**src/rtl/decode_queue_stage_if.sv**
```systemverilog
// Fetch-side and decode-side handshake bundle for decode_queue_stage.
// The slave modport is the stage itself; the master modport is its environment.
interface decode_queue_stage_if #(
  parameter int XLEN = 32
);
  logic            in_valid;
  logic            in_ready;
  logic [31:0]     in_instr;
  logic [XLEN-1:0] in_pc;

  logic            out_valid;
  logic            out_ready;
  logic [XLEN-1:0] out_pc;
  logic [4:0]      out_rd;
  logic [4:0]      out_rs1;
  logic [4:0]      out_rs2;
  logic            out_jal;
  logic            out_jalr;
  logic [2:0]      out_reg_write;
  logic            out_mem_to_reg;
  logic [3:0]      out_mem_write;
  logic            out_load_npc;
  logic [1:0]      out_reg_read;
  logic [2:0]      out_branch_type;
  logic [3:0]      out_alu_ctrl;
  logic            out_alu_src1;
  logic [1:0]      out_alu_src2;
  logic [2:0]      out_imm_type;
  logic            out_illegal;
  logic [3:0]      out_md_op;

  modport master (
    output in_valid, in_instr, in_pc, out_ready,
    input  in_ready, out_valid, out_pc, out_rd, out_rs1, out_rs2, out_jal, out_jalr,
           out_reg_write, out_mem_to_reg, out_mem_write, out_load_npc, out_reg_read,
           out_branch_type, out_alu_ctrl, out_alu_src1, out_alu_src2, out_imm_type,
           out_illegal, out_md_op
  );

  modport slave (
    input  in_valid, in_instr, in_pc, out_ready,
    output in_ready, out_valid, out_pc, out_rd, out_rs1, out_rs2, out_jal, out_jalr,
           out_reg_write, out_mem_to_reg, out_mem_write, out_load_npc, out_reg_read,
           out_branch_type, out_alu_ctrl, out_alu_src1, out_alu_src2, out_imm_type,
           out_illegal, out_md_op
  );
endinterface

```
**src/rtl/decode_queue_stage.sv**
```systemverilog
// RV32I decode stage: DEPTH-entry {instr, pc} queue feeding a registered decoder with valid/ready output.
// Define RV32M_EN to accept and tag RV32M (mul/div) encodings; otherwise they decode as illegal.
module decode_queue_stage #(
  parameter int XLEN  = 32,
  parameter int DEPTH = 4
) (
  input  logic                     clk,
  input  logic                     rst,
  input  logic                     flush,
  decode_queue_stage_if.slave      bus,
  output logic [$clog2(DEPTH):0]   count
);

  localparam int PTR_W = $clog2(DEPTH);
  localparam int CNT_W = $clog2(DEPTH) + 1;

  localparam logic [6:0] OPC_LUI    = 7'b0110111;
  localparam logic [6:0] OPC_AUIPC  = 7'b0010111;
  localparam logic [6:0] OPC_JAL    = 7'b1101111;
  localparam logic [6:0] OPC_JALR   = 7'b1100111;
  localparam logic [6:0] OPC_BRANCH = 7'b1100011;
  localparam logic [6:0] OPC_LOAD   = 7'b0000011;
  localparam logic [6:0] OPC_STORE  = 7'b0100011;
  localparam logic [6:0] OPC_OPIMM  = 7'b0010011;
  localparam logic [6:0] OPC_OP     = 7'b0110011;

  localparam logic [3:0] ALU_SLL  = 4'd0;
  localparam logic [3:0] ALU_SRL  = 4'd1;
  localparam logic [3:0] ALU_SRA  = 4'd2;
  localparam logic [3:0] ALU_ADD  = 4'd3;
  localparam logic [3:0] ALU_SUB  = 4'd4;
  localparam logic [3:0] ALU_XOR  = 4'd5;
  localparam logic [3:0] ALU_OR   = 4'd6;
  localparam logic [3:0] ALU_AND  = 4'd7;
  localparam logic [3:0] ALU_SLT  = 4'd8;
  localparam logic [3:0] ALU_SLTU = 4'd9;
  localparam logic [3:0] ALU_LUI  = 4'd10;

  localparam logic [2:0] BR_NONE = 3'd0;
  localparam logic [2:0] BR_BEQ  = 3'd1;
  localparam logic [2:0] BR_BNE  = 3'd2;
  localparam logic [2:0] BR_BLT  = 3'd3;
  localparam logic [2:0] BR_BLTU = 3'd4;
  localparam logic [2:0] BR_BGE  = 3'd5;
  localparam logic [2:0] BR_BGEU = 3'd6;

  localparam logic [2:0] IMM_R = 3'd0;
  localparam logic [2:0] IMM_I = 3'd1;
  localparam logic [2:0] IMM_S = 3'd2;
  localparam logic [2:0] IMM_B = 3'd3;
  localparam logic [2:0] IMM_U = 3'd4;
  localparam logic [2:0] IMM_J = 3'd5;

  localparam logic [2:0] RW_NONE = 3'd0;
  localparam logic [2:0] RW_LB   = 3'd1;
  localparam logic [2:0] RW_LH   = 3'd2;
  localparam logic [2:0] RW_LW   = 3'd3;
  localparam logic [2:0] RW_LBU  = 3'd4;
  localparam logic [2:0] RW_LHU  = 3'd5;

  typedef struct packed {
    logic       jal;
    logic       jalr;
    logic [2:0] reg_write;
    logic       mem_to_reg;
    logic [3:0] mem_write;
    logic       load_npc;
    logic [1:0] reg_read;
    logic [2:0] branch_type;
    logic [3:0] alu_ctrl;
    logic       alu_src1;
    logic [1:0] alu_src2;
    logic [2:0] imm_type;
    logic       illegal;
    logic [3:0] md_op;
  } dec_t;

  function automatic dec_t f_decode(input logic [31:0] ins);
    dec_t       d;
    logic       ok;
    logic [2:0] fn3;
    logic [6:0] fn7;
    d        = '0;
    ok       = 1'b1;
    fn3      = ins[14:12];
    fn7      = ins[31:25];
    d.alu_ctrl = ALU_ADD;
    case (ins[6:0])
      OPC_LUI: begin
        d.reg_write = RW_LW; d.alu_ctrl = ALU_LUI; d.alu_src2 = 2'b10; d.imm_type = IMM_U;
      end
      OPC_AUIPC: begin
        d.reg_write = RW_LW; d.alu_src1 = 1'b1; d.alu_src2 = 2'b10; d.imm_type = IMM_U;
      end
      OPC_JAL: begin
        d.jal = 1'b1; d.reg_write = RW_LW; d.load_npc = 1'b1;
        d.alu_src1 = 1'b1; d.alu_src2 = 2'b10; d.imm_type = IMM_J;
      end
      OPC_JALR: begin
        d.jalr = 1'b1; d.reg_write = RW_LW; d.load_npc = 1'b1; d.reg_read = 2'b10;
        d.alu_src1 = 1'b1; d.alu_src2 = 2'b10; d.imm_type = IMM_I;
        if (fn3 != 3'b000) ok = 1'b0;
      end
      OPC_BRANCH: begin
        d.reg_read = 2'b11; d.imm_type = IMM_B;
        case (fn3)
          3'b000:  d.branch_type = BR_BEQ;
          3'b001:  d.branch_type = BR_BNE;
          3'b100:  d.branch_type = BR_BLT;
          3'b101:  d.branch_type = BR_BGE;
          3'b110:  d.branch_type = BR_BLTU;
          3'b111:  d.branch_type = BR_BGEU;
          default: ok = 1'b0;
        endcase
      end
      OPC_LOAD: begin
        d.mem_to_reg = 1'b1; d.reg_read = 2'b10; d.alu_src2 = 2'b10; d.imm_type = IMM_I;
        case (fn3)
          3'b000:  d.reg_write = RW_LB;
          3'b001:  d.reg_write = RW_LH;
          3'b010:  d.reg_write = RW_LW;
          3'b100:  d.reg_write = RW_LBU;
          3'b101:  d.reg_write = RW_LHU;
          default: ok = 1'b0;
        endcase
      end
      OPC_STORE: begin
        d.reg_read = 2'b11; d.alu_src2 = 2'b10; d.imm_type = IMM_S;
        case (fn3)
          3'b000:  d.mem_write = 4'b0001;
          3'b001:  d.mem_write = 4'b0011;
          3'b010:  d.mem_write = 4'b1111;
          default: ok = 1'b0;
        endcase
      end
      OPC_OPIMM: begin
        d.reg_write = RW_LW; d.reg_read = 2'b10; d.alu_src2 = 2'b10; d.imm_type = IMM_I;
        case (fn3)
          3'b000: d.alu_ctrl = ALU_ADD;
          3'b010: d.alu_ctrl = ALU_SLT;
          3'b011: d.alu_ctrl = ALU_SLTU;
          3'b100: d.alu_ctrl = ALU_XOR;
          3'b110: d.alu_ctrl = ALU_OR;
          3'b111: d.alu_ctrl = ALU_AND;
          3'b001: begin
            d.alu_ctrl = ALU_SLL; d.alu_src2 = 2'b01;
            if (fn7 != 7'b0000000) ok = 1'b0;
          end
          default: begin
            d.alu_src2 = 2'b01;
            if (fn7 == 7'b0000000)      d.alu_ctrl = ALU_SRL;
            else if (fn7 == 7'b0100000) d.alu_ctrl = ALU_SRA;
            else                        ok = 1'b0;
          end
        endcase
      end
      OPC_OP: begin
        d.reg_write = RW_LW; d.reg_read = 2'b11; d.alu_src2 = 2'b00; d.imm_type = IMM_R;
        if (fn7 == 7'b0000000) begin
          case (fn3)
            3'b000:  d.alu_ctrl = ALU_ADD;
            3'b001:  d.alu_ctrl = ALU_SLL;
            3'b010:  d.alu_ctrl = ALU_SLT;
            3'b011:  d.alu_ctrl = ALU_SLTU;
            3'b100:  d.alu_ctrl = ALU_XOR;
            3'b101:  d.alu_ctrl = ALU_SRL;
            3'b110:  d.alu_ctrl = ALU_OR;
            default: d.alu_ctrl = ALU_AND;
          endcase
        end else if (fn7 == 7'b0100000) begin
          case (fn3)
            3'b000:  d.alu_ctrl = ALU_SUB;
            3'b101:  d.alu_ctrl = ALU_SRA;
            default: ok = 1'b0;
          endcase
`ifdef RV32M_EN
        end else if (fn7 == 7'b0000001) begin
          // M ops carry their own unit select; the ALU result is ignored downstream
          d.md_op = {1'b1, fn3};
`endif
        end else begin
          ok = 1'b0;
        end
      end
      default: ok = 1'b0;
    endcase
    if (!ok) begin
      d         = '0;
      d.illegal = 1'b1;
    end
    return d;
  endfunction

  logic [31:0]     r_instr_q [DEPTH];
  logic [XLEN-1:0] r_pc_q    [DEPTH];
  logic [PTR_W-1:0] r_wr_ptr;
  logic [PTR_W-1:0] r_rd_ptr;
  logic [CNT_W-1:0] r_count;

  logic            r_vld_p1;
  dec_t            r_dec_p1;
  logic [XLEN-1:0] r_pc_p1;
  logic [31:0]     r_instr_p1;

  logic w_in_ready;
  logic w_push;
  logic w_load;
  dec_t w_dec_p0;

  assign w_in_ready = (r_count < CNT_W'(DEPTH));
  assign w_push     = bus.in_valid & w_in_ready;
  assign w_load     = (r_count != '0) & (~r_vld_p1 | bus.out_ready);
  assign w_dec_p0   = f_decode(r_instr_q[r_rd_ptr]);

  // p0: queue storage (data only, no reset)
  always_ff @(posedge clk) begin
    if (w_push) begin
      r_instr_q[r_wr_ptr] <= bus.in_instr;
      r_pc_q[r_wr_ptr]    <= bus.in_pc;
    end
  end

  always_ff @(posedge clk) begin
    if (rst) begin
      r_wr_ptr <= '0;
      r_rd_ptr <= '0;
      r_count  <= '0;
      r_vld_p1 <= 1'b0;
      r_dec_p1 <= '0;
    end else if (flush) begin
      r_wr_ptr <= '0;
      r_rd_ptr <= '0;
      r_count  <= '0;
      r_vld_p1 <= 1'b0;
    end else begin
      if (w_push) r_wr_ptr <= r_wr_ptr + 1'b1;
      if (w_load) begin
        r_rd_ptr <= r_rd_ptr + 1'b1;
        r_vld_p1 <= 1'b1;
        r_dec_p1 <= w_dec_p0;
      end else if (r_vld_p1 && bus.out_ready) begin
        r_vld_p1 <= 1'b0;
      end
      case ({w_push, w_load})
        2'b10:   r_count <= r_count + 1'b1;
        2'b01:   r_count <= r_count - 1'b1;
        default: r_count <= r_count;
      endcase
    end
  end

  // p1: decode output register
  always_ff @(posedge clk) begin
    if (w_load) begin
      r_pc_p1    <= r_pc_q[r_rd_ptr];
      r_instr_p1 <= r_instr_q[r_rd_ptr];
    end
  end

  assign count               = r_count;
  assign bus.in_ready        = w_in_ready;
  assign bus.out_valid       = r_vld_p1;
  assign bus.out_pc          = r_pc_p1;
  assign bus.out_rd          = r_instr_p1[11:7];
  assign bus.out_rs1         = r_instr_p1[19:15];
  assign bus.out_rs2         = r_instr_p1[24:20];
  assign bus.out_jal         = r_dec_p1.jal;
  assign bus.out_jalr        = r_dec_p1.jalr;
  assign bus.out_reg_write   = r_dec_p1.reg_write;
  assign bus.out_mem_to_reg  = r_dec_p1.mem_to_reg;
  assign bus.out_mem_write   = r_dec_p1.mem_write;
  assign bus.out_load_npc    = r_dec_p1.load_npc;
  assign bus.out_reg_read    = r_dec_p1.reg_read;
  assign bus.out_branch_type = r_dec_p1.branch_type;
  assign bus.out_alu_ctrl    = r_dec_p1.alu_ctrl;
  assign bus.out_alu_src1    = r_dec_p1.alu_src1;
  assign bus.out_alu_src2    = r_dec_p1.alu_src2;
  assign bus.out_imm_type    = r_dec_p1.imm_type;
  assign bus.out_illegal     = r_dec_p1.illegal;
  assign bus.out_md_op       = r_dec_p1.md_op;

endmodule

```
**src/flat_wrapper.sv**
```systemverilog
// flat-port wrapper written by rule: the top's interface ports become plain ports
module decode_queue_stage_flat 
#(
  parameter int XLEN  = 32,
  parameter int DEPTH = 4
)
  (clk, rst, flush, count, bus_in_valid, bus_in_instr, bus_in_pc, bus_out_ready, bus_in_ready, bus_out_valid, bus_out_pc, bus_out_rd, bus_out_rs1, bus_out_rs2, bus_out_jal, bus_out_jalr, bus_out_reg_write, bus_out_mem_to_reg, bus_out_mem_write, bus_out_load_npc, bus_out_reg_read, bus_out_branch_type, bus_out_alu_ctrl, bus_out_alu_src1, bus_out_alu_src2, bus_out_imm_type, bus_out_illegal, bus_out_md_op);
  decode_queue_stage_if #(.XLEN(XLEN)) bus_i ();
  input  logic clk;
  input  logic rst;
  input  logic flush;
  output logic [$clog2(DEPTH):0] count;
  input wire logic [$bits(bus_i.in_valid)-1:0] bus_in_valid;
  input wire logic [$bits(bus_i.in_instr)-1:0] bus_in_instr;
  input wire logic [$bits(bus_i.in_pc)-1:0] bus_in_pc;
  input wire logic [$bits(bus_i.out_ready)-1:0] bus_out_ready;
  output wire logic [$bits(bus_i.in_ready)-1:0] bus_in_ready;
  output wire logic [$bits(bus_i.out_valid)-1:0] bus_out_valid;
  output wire logic [$bits(bus_i.out_pc)-1:0] bus_out_pc;
  output wire logic [$bits(bus_i.out_rd)-1:0] bus_out_rd;
  output wire logic [$bits(bus_i.out_rs1)-1:0] bus_out_rs1;
  output wire logic [$bits(bus_i.out_rs2)-1:0] bus_out_rs2;
  output wire logic [$bits(bus_i.out_jal)-1:0] bus_out_jal;
  output wire logic [$bits(bus_i.out_jalr)-1:0] bus_out_jalr;
  output wire logic [$bits(bus_i.out_reg_write)-1:0] bus_out_reg_write;
  output wire logic [$bits(bus_i.out_mem_to_reg)-1:0] bus_out_mem_to_reg;
  output wire logic [$bits(bus_i.out_mem_write)-1:0] bus_out_mem_write;
  output wire logic [$bits(bus_i.out_load_npc)-1:0] bus_out_load_npc;
  output wire logic [$bits(bus_i.out_reg_read)-1:0] bus_out_reg_read;
  output wire logic [$bits(bus_i.out_branch_type)-1:0] bus_out_branch_type;
  output wire logic [$bits(bus_i.out_alu_ctrl)-1:0] bus_out_alu_ctrl;
  output wire logic [$bits(bus_i.out_alu_src1)-1:0] bus_out_alu_src1;
  output wire logic [$bits(bus_i.out_alu_src2)-1:0] bus_out_alu_src2;
  output wire logic [$bits(bus_i.out_imm_type)-1:0] bus_out_imm_type;
  output wire logic [$bits(bus_i.out_illegal)-1:0] bus_out_illegal;
  output wire logic [$bits(bus_i.out_md_op)-1:0] bus_out_md_op;
  assign bus_i.in_valid = bus_in_valid;
  assign bus_i.in_instr = bus_in_instr;
  assign bus_i.in_pc = bus_in_pc;
  assign bus_i.out_ready = bus_out_ready;
  assign bus_in_ready = bus_i.in_ready;
  assign bus_out_valid = bus_i.out_valid;
  assign bus_out_pc = bus_i.out_pc;
  assign bus_out_rd = bus_i.out_rd;
  assign bus_out_rs1 = bus_i.out_rs1;
  assign bus_out_rs2 = bus_i.out_rs2;
  assign bus_out_jal = bus_i.out_jal;
  assign bus_out_jalr = bus_i.out_jalr;
  assign bus_out_reg_write = bus_i.out_reg_write;
  assign bus_out_mem_to_reg = bus_i.out_mem_to_reg;
  assign bus_out_mem_write = bus_i.out_mem_write;
  assign bus_out_load_npc = bus_i.out_load_npc;
  assign bus_out_reg_read = bus_i.out_reg_read;
  assign bus_out_branch_type = bus_i.out_branch_type;
  assign bus_out_alu_ctrl = bus_i.out_alu_ctrl;
  assign bus_out_alu_src1 = bus_i.out_alu_src1;
  assign bus_out_alu_src2 = bus_i.out_alu_src2;
  assign bus_out_imm_type = bus_i.out_imm_type;
  assign bus_out_illegal = bus_i.out_illegal;
  assign bus_out_md_op = bus_i.out_md_op;
  decode_queue_stage #(.XLEN(XLEN), .DEPTH(DEPTH)) u_core (.clk(clk), .rst(rst), .flush(flush), .bus(bus_i), .count(count));
endmodule
```
**config.mk**
```make
export PLATFORM = sky130hd
export DESIGN_NAME = decode_queue_stage_flat
export DESIGN_NICKNAME = d
export VERILOG_FILES = /design/src/rtl/decode_queue_stage_if.sv /design/src/rtl/decode_queue_stage.sv /design/src/flat_wrapper.sv
export SDC_FILE = /design/constraint.sdc
export NUM_CORES = 1
export LEC_CHECK = 0
export CORE_AREA = 2 2 156 158
export DETAILED_ROUTE_END_ITERATION = 10
export DIE_AREA = 0 0 158 160
export PLACE_DENSITY_LB_ADDON = 0.12
export SYNTH_ARGS = -nofsm -noshare
export SYNTH_HDL_FRONTEND = slang
export SYNTH_SLANG_ARGS = --single-unit
```
**constraint.sdc**
```tcl
create_clock -name clk -period 5.9 [get_ports clk]
set_input_delay 0.59 -clock clk [delete_from_list [all_inputs] [get_ports clk]]
set_output_delay 0.59 -clock clk [all_outputs]
set_load 0.02 [all_outputs]
```
==> out/metrics.cfg <==
[floorplan]
dieArea_um2=25300
die_x_um=158
initial_core_util_pct=53.4
fp.dieH_um=160
rows=57
ios=152
core_um2=23800

[setup_path]
cp.arrival_ns=4.00
crit_family=compound AO/OA/AOI/OAI gates
cp_num_buf_inv=1
cp_max_fo=34
slowest_stage=dfxtp_2
slowest_delay_ns=0.86
startpoint_type=flop
crit_required_ns=6.29
setup.worst_path.end_class=flop
critPathKind=reg -> reg
path_cells=mux4_2 -> inv_1 -> ha_1 -> nor2_1 -> o21ai_0 -> a2111oi_0 -> o311ai_0 -> a21oi_1 -> o21ai_1

[detailed_routing]
drcViolationCount=0
ant_nets=0
wl_per_cell_um=20.2
routed_wl_mm=23.7
vias=6458
dr.pass1.iters=5
via_per_inst=5.52
drt_iter0_drc=450

[global_route]
grt_remaining_overflow=0
grt_max_degree=65
antenna_found_initial=1
track_usage_pct=19.0
grt_pass1_wl_mm=36.4
grt_pass1_vias=6628

[cts]
clock_path_buffers=3
cts.sinks=339
cts_made_buffers=35
post_cts.resized_instances=0
clk_latency_ns=0.51
root_buffer=clkbuf_16
cts_tree=yes
clk_pin_slew_ns=0.05
cts_setup_buffers=0
cts_hold_buf=0
cts_max_level=2

[synthesis]
yosysMostFrequentCell=edfxtp_1
synth-seq-area-share_pct=77.2
synthCells=674
avgSynthCellArea_um2=18.9
synth_area_leaders=edfxtp_1 72%, mux4_2 9.7%, dfxtp_1 5.7%
synth_top_area_share_pct=71.6
synthFlopType=edfxtp_1
synth-seq-cells=339
syn_area_um2=12700
synth_cell_types=60
ys.warnings.count=0
synth-edff-count=303
synth_common_cells=303 x edfxtp_1, 55 x mux4_2, 44 x nor2_1
synth_area_leader_cell=edfxtp_1
async_reset_ff_share_pct=0

[power_and_ir_drop]
p_per_area_nw_per_um2=342
p_leak_uw=0.00490
vdd_drop_max_mv=0.278

[placement]
post-place-cells=1113
hpwl_mm=14.0
portBuffers=147
gp_congestion=0.909

[final_layout]
diodes=0
instances_no_fill=1169
multi_input_area_um2=2690
nFillCells=1689
final_nets=906
regArea_um2=9820
layout-drive-gt1-share_pct=14.6
area_delta_synth_final_pct=22.0

[sta]
finalCritPeriodShare_pct=61.2
max_freq_mhz=277
hold_viol_final=0
setup_tns_ns=0
period_needed_ns=3.61
setup_viol=0
tightest_slew_ns=1.03
grt_setup_unrepaired=no
maxSlewHeadroom_pct=31.0
finClkSkew_ns=0.0159
finalMaxSlewViolations=0

[worst_hold_path]
holdCritPathClass=reg -> reg

[job]
max_cap_violations=0

[run_status]
status=completed

-- path summary, 6_finish.rpt --
path                                              endpoint  depth (start not counted)                  startpoint  slack (ns)
worst max-delay path            u_core.bus.out_alu_ctrl[1]                          9                        flop        2.29
worst min register to register  u_core.bus.out_alu_ctrl[0]                          2  u_core.bus.out_alu_ctrl[0]        0.45
worst max register to register  u_core.bus.out_alu_ctrl[1]                          9                        flop        2.29
worst min-delay path            u_core.bus.out_alu_ctrl[0]                          2  u_core.bus.out_alu_ctrl[0]        0.45
-- power by group --
part / switching (uW) / internal [uW]
Clock: 839 / 1190
Combinational: 283 / 216
Sequential: 34.3 / 2740
Total: 1160 / 4150
-- worst reg2reg max path: stages (launching register included) --
cell and delay, ns:
dfxtp_2 0.86, mux4_2 0.40, inv_1 0.09, ha_1 0.35
nor2_1 0.27, o21ai_0 0.17, a2111oi_0 0.74, o311ai_0 0.31
a21oi_1 0.23, o21ai_1 0.08
-- cells in the final DEF, fill, tap and decap left out, types with 6 or more instances in the layout --
cell	instances
dfxtp_1	32
clkbuf_1	7
nor2_1	44
o21ai_1	7
nor4_1	8
clkdlybuf4s50_1	147
edfxtp_1	303
a21oi_1	24
o21ai_0	12
a22oi_1	6
nand3_1	7
mux2i_1	6
ha_1	10
mux4_2	55
nor3_1	13
nand2_1	24
inv_1	14
clkbuf_16	36
-- layer usage --
layer / GRT usage (%) / vias to the layer above / share of wire (%)
met5: 0 / - / 0.055
met3: 4.21 / 38 / 6.2
met1: 26.1 / 3239 / 42
li1: - / 2978 / -
met2: 31.1 / 201 / 50
met4: 5.32 / 2 / 1.9
-- cells by family after synthesis --
| family | Yosys count | synth area share, % |
|---|---|---|
| adder cells (fa/ha/maj) | 11 | 1.14 |
| AO/OA/AOI/OAI | 76 | 3.95 |
| XOR/XNOR | 6 | 0.413 |
| other | 1 | 0.0295 |
| buffers and inverters | 52 | 1.91 |
| AND/OR/NAND/NOR | 125 | 4.86 |
| multiplexers | 64 | 10.5 |
| flip-flops | 339 | 77.2 |
-- metrics by stage --
| stage | hold WS, ns | power [uW] | cell area, um^2 | utilization [%] | worst slack (ns) |
|---|---|---|---|---|---|
| 2_1_floorplan | 0.523 | 3110 | 12700 | - | 1.19 |
| 3_3_place_gp | 0.442 | 3310 | 14500 | 60.7 | 2.52 |
| 3_5_place_dp | 0.451 | 3330 | 14500 | 60.7 | 2.45 |
| 4_1_cts | 0.458 | 5360 | 15500 | 65.1 | 2.44 |
| 5_1_grt | 0.482 | 5500 | 15500 | 65.1 | 2.12 |
| 6_report | 0.454 | 5310 | 15500 | 65.1 | 2.29 |
-- final cells by class --
type                    instances  area share [%]
repair buffers                150            9.63
clock inverters                10           0.564
flip-flops and latches        339            63.3
well taps                     324            2.61
clock buffers                  46            6.24
inverters                      14           0.339
multi-input cells             286            17.3
Note: power is estimated with default switching activity, not from simulation.
